[src/rtl/lock_pkg.sv]
// lock_pkg: shared state encoding, widths and helpers for the code-lock blocks
package lock_pkg;
  typedef enum logic [2:0] {
    IDLE     = 3'd0,
    ENTRY    = 3'd1,
    UNLOCKED = 3'd2,
    ERROR    = 3'd3,
    LOCKOUT  = 3'd4
  } state_e;
  localparam int DIGIT_IDX_W = 2;
  localparam int FAIL_W = 2;
  function automatic logic [FAIL_W-1:0] sat_inc(input logic [FAIL_W-1:0] v, input logic [FAIL_W-1:0] lim);
    return (v == lim) ? v : v + FAIL_W'(1);
  endfunction
endpackage

[src/rtl/enter_sync_edge.sv]
// enter_sync_edge: 2-flop synchronizer plus a third flop giving a one-cycle rising-edge pulse
module enter_sync_edge (
  input  logic clk,
  input  logic rst_n,
  input  logic async_in,
  output logic pulse
);
  logic [2:0] sync_q, sync_d;
  always_comb sync_d = {sync_q[1:0], async_in};
  always_ff @(posedge clk or negedge rst_n) begin
    if (!rst_n) sync_q <= '0;
    else sync_q <= sync_d;
  end
  assign pulse = sync_q[1] & ~sync_q[2];
endmodule

[src/rtl/lock_entry_ctrl.sv]
// lock_entry_ctrl: sequences keypad presses through a code attempt, decides pass/fail,
// and handles inter-digit timeout, failure counting and timed lockout.
module lock_entry_ctrl
  import lock_pkg::*;
#(
  parameter int CODE_LEN       = 4,
  parameter int MAX_FAILS      = 3,
  parameter int DIGIT_TIMEOUT  = 500,
  parameter int ERR_HOLD       = 100,
  parameter int LOCKOUT_CYCLES = 1000
) (
  input  logic       clk,
  input  logic       rst_n,
  input  logic       ena,
  input  logic       enter_raw,
  input  logic       core_correct,
  output logic [1:0] digit_idx,
  output logic       locked,
  output logic       unlocked,
  output logic       error,
  output logic       lockout,
  output logic [1:0] fail_count,
  output logic [2:0] state_dbg
);
  localparam int TW = $clog2(DIGIT_TIMEOUT + 1);
  localparam int HW = $clog2(ERR_HOLD + 1);
  localparam int LW = $clog2(LOCKOUT_CYCLES + 1);
  localparam logic [DIGIT_IDX_W-1:0] LAST_IDX = DIGIT_IDX_W'(CODE_LEN - 1);
  localparam logic [FAIL_W-1:0] FAIL_LIM = FAIL_W'(MAX_FAILS);
  state_e state_q, state_d;
  logic [DIGIT_IDX_W-1:0] idx_q, idx_d;
  logic [FAIL_W-1:0] fail_q, fail_d, fail_n;
  logic [TW-1:0] tmo_q, tmo_d;
  logic [HW-1:0] hold_q, hold_d;
  logic [LW-1:0] lko_q, lko_d;
  logic mis_q, mis_d, fail_ev;
  logic locked_q, locked_d, unlocked_q, unlocked_d, error_q, error_d, lockout_q, lockout_d;
  logic pulse, press;
  enter_sync_edge u_sync (
    .clk      (clk),
    .rst_n    (rst_n),
    .async_in (enter_raw),
    .pulse    (pulse)
  );
  assign press  = pulse & ena;
  assign fail_n = sat_inc(fail_q, FAIL_LIM);
  always_comb begin
    state_d = state_q;
    idx_d   = idx_q;
    mis_d   = mis_q;
    fail_d  = fail_q;
    tmo_d   = tmo_q;
    hold_d  = hold_q;
    lko_d   = lko_q;
    fail_ev = 1'b0;
    if (ena) begin
      case (state_q)
        IDLE: if (press) begin
          state_d = ENTRY;
          idx_d   = DIGIT_IDX_W'(1);
          mis_d   = ~core_correct;
          tmo_d   = '0;
        end
        ENTRY: if (press) begin
          mis_d = mis_q | ~core_correct;
          if (idx_q != LAST_IDX) begin
            idx_d = idx_q + DIGIT_IDX_W'(1);
            tmo_d = '0;
          end else begin
            idx_d   = '0;
            fail_ev = mis_d;
            state_d = UNLOCKED;
            fail_d  = '0;
          end
        end else if (tmo_q == TW'(DIGIT_TIMEOUT - 1)) begin
          idx_d   = '0;
          fail_ev = 1'b1;
        end else tmo_d = tmo_q + TW'(1);
        UNLOCKED: if (press) state_d = IDLE;
        ERROR: if (hold_q == HW'(ERR_HOLD - 1)) state_d = IDLE;
          else hold_d = hold_q + HW'(1);
        LOCKOUT: if (lko_q == LW'(LOCKOUT_CYCLES - 1)) begin
          state_d = IDLE;
          fail_d  = '0;
        end else lko_d = lko_q + LW'(1);
        default: state_d = IDLE;
      endcase
      // the final failure skips ERROR entirely and goes straight to lockout
      if (fail_ev) begin
        fail_d  = fail_n;
        state_d = (fail_n == FAIL_LIM) ? LOCKOUT : ERROR;
        hold_d  = '0;
        lko_d   = '0;
      end
    end
    locked_d   = state_d != UNLOCKED;
    unlocked_d = state_d == UNLOCKED;
    error_d    = state_d == ERROR;
    lockout_d  = state_d == LOCKOUT;
  end
  always_ff @(posedge clk or negedge rst_n) begin
    if (!rst_n) begin
      state_q    <= IDLE;
      idx_q      <= '0;
      mis_q      <= 1'b0;
      fail_q     <= '0;
      tmo_q      <= '0;
      hold_q     <= '0;
      lko_q      <= '0;
      locked_q   <= 1'b1;
      unlocked_q <= 1'b0;
      error_q    <= 1'b0;
      lockout_q  <= 1'b0;
    end else begin
      state_q    <= state_d;
      idx_q      <= idx_d;
      mis_q      <= mis_d;
      fail_q     <= fail_d;
      tmo_q      <= tmo_d;
      hold_q     <= hold_d;
      lko_q      <= lko_d;
      locked_q   <= locked_d;
      unlocked_q <= unlocked_d;
      error_q    <= error_d;
      lockout_q  <= lockout_d;
    end
  end
  assign digit_idx  = idx_q;
  assign fail_count = fail_q;
  assign state_dbg  = state_q;
  assign locked     = locked_q;
  assign unlocked   = unlocked_q;
  assign error      = error_q;
  assign lockout    = lockout_q;
endmodule

[config.mk]
export PLATFORM = sky130hd
export DESIGN_NAME = lock_entry_ctrl
export DESIGN_NICKNAME = d
export VERILOG_FILES = /design/src/rtl/lock_pkg.sv /design/src/rtl/enter_sync_edge.sv /design/src/rtl/lock_entry_ctrl.sv
export SDC_FILE = /design/constraint.sdc
export NUM_CORES = 1
export LEC_CHECK = 0
export BUFFER_PORTS_ARGS = -buffer_cell sky130_fd_sc_hd__clkbuf_2
export CORE_MARGIN = 1.5
export CORE_UTILIZATION = 45
export DETAILED_ROUTE_END_ITERATION = 6
export PLACE_DENSITY_LB_ADDON = 0.08
export SETUP_SLACK_MARGIN = 0.15
export SLEW_MARGIN = 40
export SYNTH_ARGS = -nofsm -noshare
export SYNTH_HDL_FRONTEND = slang
export SYNTH_HIERARCHICAL = 1
export SYNTH_SLANG_ARGS = --single-unit
export TNS_END_PERCENT = 1
[constraint.sdc]
create_clock -name clk -period 4.6 [get_ports clk]
set_input_delay 0.46 -clock clk [delete_from_list [all_inputs] [get_ports clk]]
set_output_delay 0.46 -clock clk [all_outputs]
set_load 0.005 [all_outputs]
==> flow_metrics.env <==
export IMPL_result_of_the_run="completed"
export IMPL_postLayoutSetupSlackWorst_ps=2300
export IMPL_ys_ff_latch=41
export IMPL_grt_pass1_vias=1630
export IMPL_critical_path_slowest_cell="sky130_fd_sc_hd__a21oi_4"
export IMPL_viasPerCell=5.75
export IMPL_timing_max_cap_violations=0
export IMPL_yosys_top_cells_area="sky130_fd_sc_hd__dfrtp_1 (46%), sky130_fd_sc_hd__o21ai_0 (5.8%), sky130_fd_sc_hd__nand2_1 (3.8%)"
export IMPL_grt_pass1_wl_mm=7.43
export IMPL_synth_enable_flop_cells=0
export IMPL_setup_worst_path_end_class="flip-flop"
export IMPL_final_layout_size_suffix_gt1_frac=0.143
export IMPL_wl_per_cell_um=14.6
export IMPL_worst_setup_path_start_kind="flip-flop"
export IMPL_critPathMaxStageDelay_ps=490
export IMPL_warnings_synthesis=6
export IMPL_numCtsBuffers=5
export IMPL_static_leakage_power_uw=0.00104
export IMPL_syn_inst=227
export IMPL_final_net_count=253
export IMPL_dr_total_vias=1719
export IMPL_insertedDiodeCount=0
export IMPL_finalPower_uw=871
export IMPL_grt_max_degree=42
export IMPL_path_cells="ha_1 > nor4bb_1 > nand4b_2 > a21oi_4 > a222oi_1 > and4_1"
export IMPL_number_of_top_level_pins=16
export IMPL_setup_reg_to_reg_worst_slack_ps=2300
export IMPL_cts_root_buffer="sky130_fd_sc_hd__clkbuf_8"
export IMPL_p_per_area_nw_per_um2=357
export IMPL_yosysTopAreaCellShare=0.462
export IMPL_hold_path_class="in -> async"
export IMPL_global_route_usage_total=0.181
export IMPL_clk_pin_slew_worst_paths_ps=80
export IMPL_tightest_slew_ps=604
export IMPL_syn_num_nets=236
export IMPL_clock_path_buffers=2
export IMPL_h_tree_depth=2
export IMPL_synthDominantAreaCellType="sky130_fd_sc_hd__dfrtp_1"
export IMPL_max_freq_ghz=0.434
export IMPL_drc_errors=0
export IMPL_cts_setup_buffers=0
export IMPL_drt_pre_antenna_iters=4
export IMPL_vdd_drop_max_v=0.000166
export IMPL_area_growth_syn_to_layout_pct=12.6
export IMPL_part_of_the_yosys_area_used_for_sequential_elements=0.474
export IMPL_antenna_found_initial=0
export IMPL_die_area_um2=5240
export IMPL_arrival_ps=2490
export IMPL_slew_headroom=0.597
export IMPL_async_reset_ff_frac=1.00
export IMPL_setup_tns_final_ps=0
export IMPL_detailedPlacementHpwl_mm=3.00
export IMPL_critPathRequiredTime_ps=4780
export IMPL_ctsHoldBuffers=0
export IMPL_gr_total_overflow=0
export IMPL_core_area_um2=4690
export IMPL_die_x_um=72.4
export IMPL_drtIter0Drc=116
export IMPL_final_max_slew_violation_count=0
export IMPL_synthesis_area_um2=2170
export IMPL_place_port_buffers=15
export IMPL_finalSetupViolations=0
export IMPL_synth_distinct_cells=51
export IMPL_tritoncts="built"
export IMPL_synth_ff_type="sky130_fd_sc_hd__dfrtp_1"
export IMPL_placementRows=25
export IMPL_gpl_final_weighted_congestion=0.746
export IMPL_rsz0062_at_grt="no"
export IMPL_drt_antenna_violating_nets=0
export IMPL_finalWorstPathRequiredPeriod_ps=2300
export IMPL_n_fill_cell=429
export IMPL_post_cts_resize_count=0
export IMPL_cts_sinks=41
export IMPL_critPathMaxFanout=19
export IMPL_final_hold_viol_count=0
export IMPL_fin_worst_skew_ps=7.88
export IMPL_synth_avg_cell_area_um2=9.55
export IMPL_critical_path_class="reg -> reg"
export IMPL_insertion_delay_ps=290
export IMPL_timing_final_crit_share=0.501
export IMPL_wirelength_mm=4.37
export IMPL_die_h_um=72.4
export IMPL_pre_cts_slack_ps=2260
export IMPL_initial_utilization=0.462
## cells in the final DEF (no fill, tap or decap), types with 2 or more instances in the layout
cell type / Yosys / routed
sky130_fd_sc_hd__a21oi_1: 7 / 7
sky130_fd_sc_hd__and3_1: 6 / 6
sky130_fd_sc_hd__and4_1: 2 / 2
sky130_fd_sc_hd__bufinv_16: 0 / 2
sky130_fd_sc_hd__clkbuf_2: 0 / 14
sky130_fd_sc_hd__clkbuf_8: 0 / 5
sky130_fd_sc_hd__dfrtp_1: 40 / 40
sky130_fd_sc_hd__ha_1: 4 / 4
sky130_fd_sc_hd__inv_1: 7 / 7
sky130_fd_sc_hd__nand2_1: 22 / 22
sky130_fd_sc_hd__nand2b_1: 6 / 6
sky130_fd_sc_hd__nand3_1: 11 / 11
sky130_fd_sc_hd__nand3b_1: 4 / 4
sky130_fd_sc_hd__nand4_1: 3 / 3
sky130_fd_sc_hd__nand4b_1: 2 / 2
sky130_fd_sc_hd__nor2_1: 21 / 21
sky130_fd_sc_hd__nor3_1: 8 / 8
sky130_fd_sc_hd__o21ai_0: 25 / 25
sky130_fd_sc_hd__o21ai_1: 2 / 2
sky130_fd_sc_hd__o22a_1: 2 / 2
sky130_fd_sc_hd__o22ai_1: 3 / 3
sky130_fd_sc_hd__o31ai_1: 3 / 2
sky130_fd_sc_hd__or3_1: 6 / 6
sky130_fd_sc_hd__xnor2_1: 8 / 8
sky130_fd_sc_hd__xor2_1: 3 / 3
## sequential cells by signal, summed over array words and instances (netlist names)
register,flops
hold_q,7
error,1
lko_q,10
u_sync/sync_q,3
mis_q,1
lockout,1
locked,1
state_dbg,3
fail_count,2
unlocked,1
tmo_q,9
digit_idx,2
## final cells by class
| class | instances | area, um^2 | share of cell area |
|---|---|---|---|
| clock buffer | 5 | 68.8 | 0.0282 |
| clock inverter | 3 | 68.8 | 0.0282 |
| inverter | 7 | 26.3 | 0.0108 |
| multi-input combinational | 174 | 1100 | 0.453 |
| sequential | 41 | 1030 | 0.421 |
| tap | 54 | 67.6 | 0.0277 |
| timing repair buffer | 15 | 77.6 | 0.0318 |
## path summary, 6_finish.rpt
path,startpoint,end,depth (start not counted)
max,tmo_q[0],error,6
min,rst_n,tmo_q[5],1
max reg2reg,tmo_q[0],error,6
min reg2reg,u_sync/sync_q[0],u_sync/sync_q[1],0
max in group asynchronous,rst_n,lko_q[7],1
min in group clk,enter_raw,u_sync/sync_q[0],1
## layer usage
metal,part of all wire,global-route usage
met5,0,0
met3,0.041,0.0472
met1,0.48,0.236
met4,0.013,0.0566
met2,0.47,0.296
## power breakdown
| group | leakage [uW] | switching, uW | internal, uW |
|---|---|---|---|
| clock | 0.0000687 | 128 | 218 |
| combinational | 0.000424 | 54.1 | 43.9 |
| sequential | 0.000549 | 34.1 | 392 |
| total | 0.00104 | 216 | 654 |
## worst max-delay path, delay by kind of cell (launching register included)
| kind | cells | cell delay [ps] |
|---|---|---|
| compound gates | 2 | 750 |
| flops | 1 | 390 |
| simple gates | 3 | 800 |
| fa+ha+maj | 1 | 250 |
## logic make-up (layout without fill, tap and decap cells)
kind of cell	count (synthesis)	after routing	share of synthesized area
simple gates	105	105	0.282
xor+xnor	11	11	0.0445
compound gates	54	54	0.154
fa+ha+maj	4	4	0.0231
flops	41	41	0.474
buf+inv	12	30	0.0219
## per-stage QoR
stage / std cells / cell area, um^2 / hold slack [ps] / utilization
2_1_floorplan: 227 / 2170 / 164 / -
3_3_place_gp: 291 / 2290 / 334 / 0.488
3_5_place_dp: 291 / 2300 / 340 / 0.490
4_1_cts: 299 / 2440 / 186 / 0.519
5_1_grt: 299 / 2440 / 217 / 0.520
6_report: 299 / 2440 / 162 / 0.520
## cells in the mapped netlist, types with 2 or more instances
cell                       count
sky130_fd_sc_hd__nand2_1      22
sky130_fd_sc_hd__o22ai_1       3
sky130_fd_sc_hd__xnor2_1       8
sky130_fd_sc_hd__a21oi_1       7
sky130_fd_sc_hd__o21ai_0      25
sky130_fd_sc_hd__nand3_1      11
sky130_fd_sc_hd__and3_1        6
sky130_fd_sc_hd__o22a_1        2
sky130_fd_sc_hd__or3_1         6
sky130_fd_sc_hd__and4_1        2
sky130_fd_sc_hd__buf_2         2
sky130_fd_sc_hd__nand4_1       3
sky130_fd_sc_hd__o21ai_1       2
sky130_fd_sc_hd__dfrtp_1      40
sky130_fd_sc_hd__ha_1          4
sky130_fd_sc_hd__nand4b_1      2
sky130_fd_sc_hd__nand2b_1      6
sky130_fd_sc_hd__xor2_1        3
sky130_fd_sc_hd__nand3b_1      4
sky130_fd_sc_hd__inv_1         7
sky130_fd_sc_hd__clkbuf_1      3
sky130_fd_sc_hd__o31ai_1       3
sky130_fd_sc_hd__nor2_1       21
sky130_fd_sc_hd__nor3_1        8
Note: power is estimated with default switching activity, not from simulation.
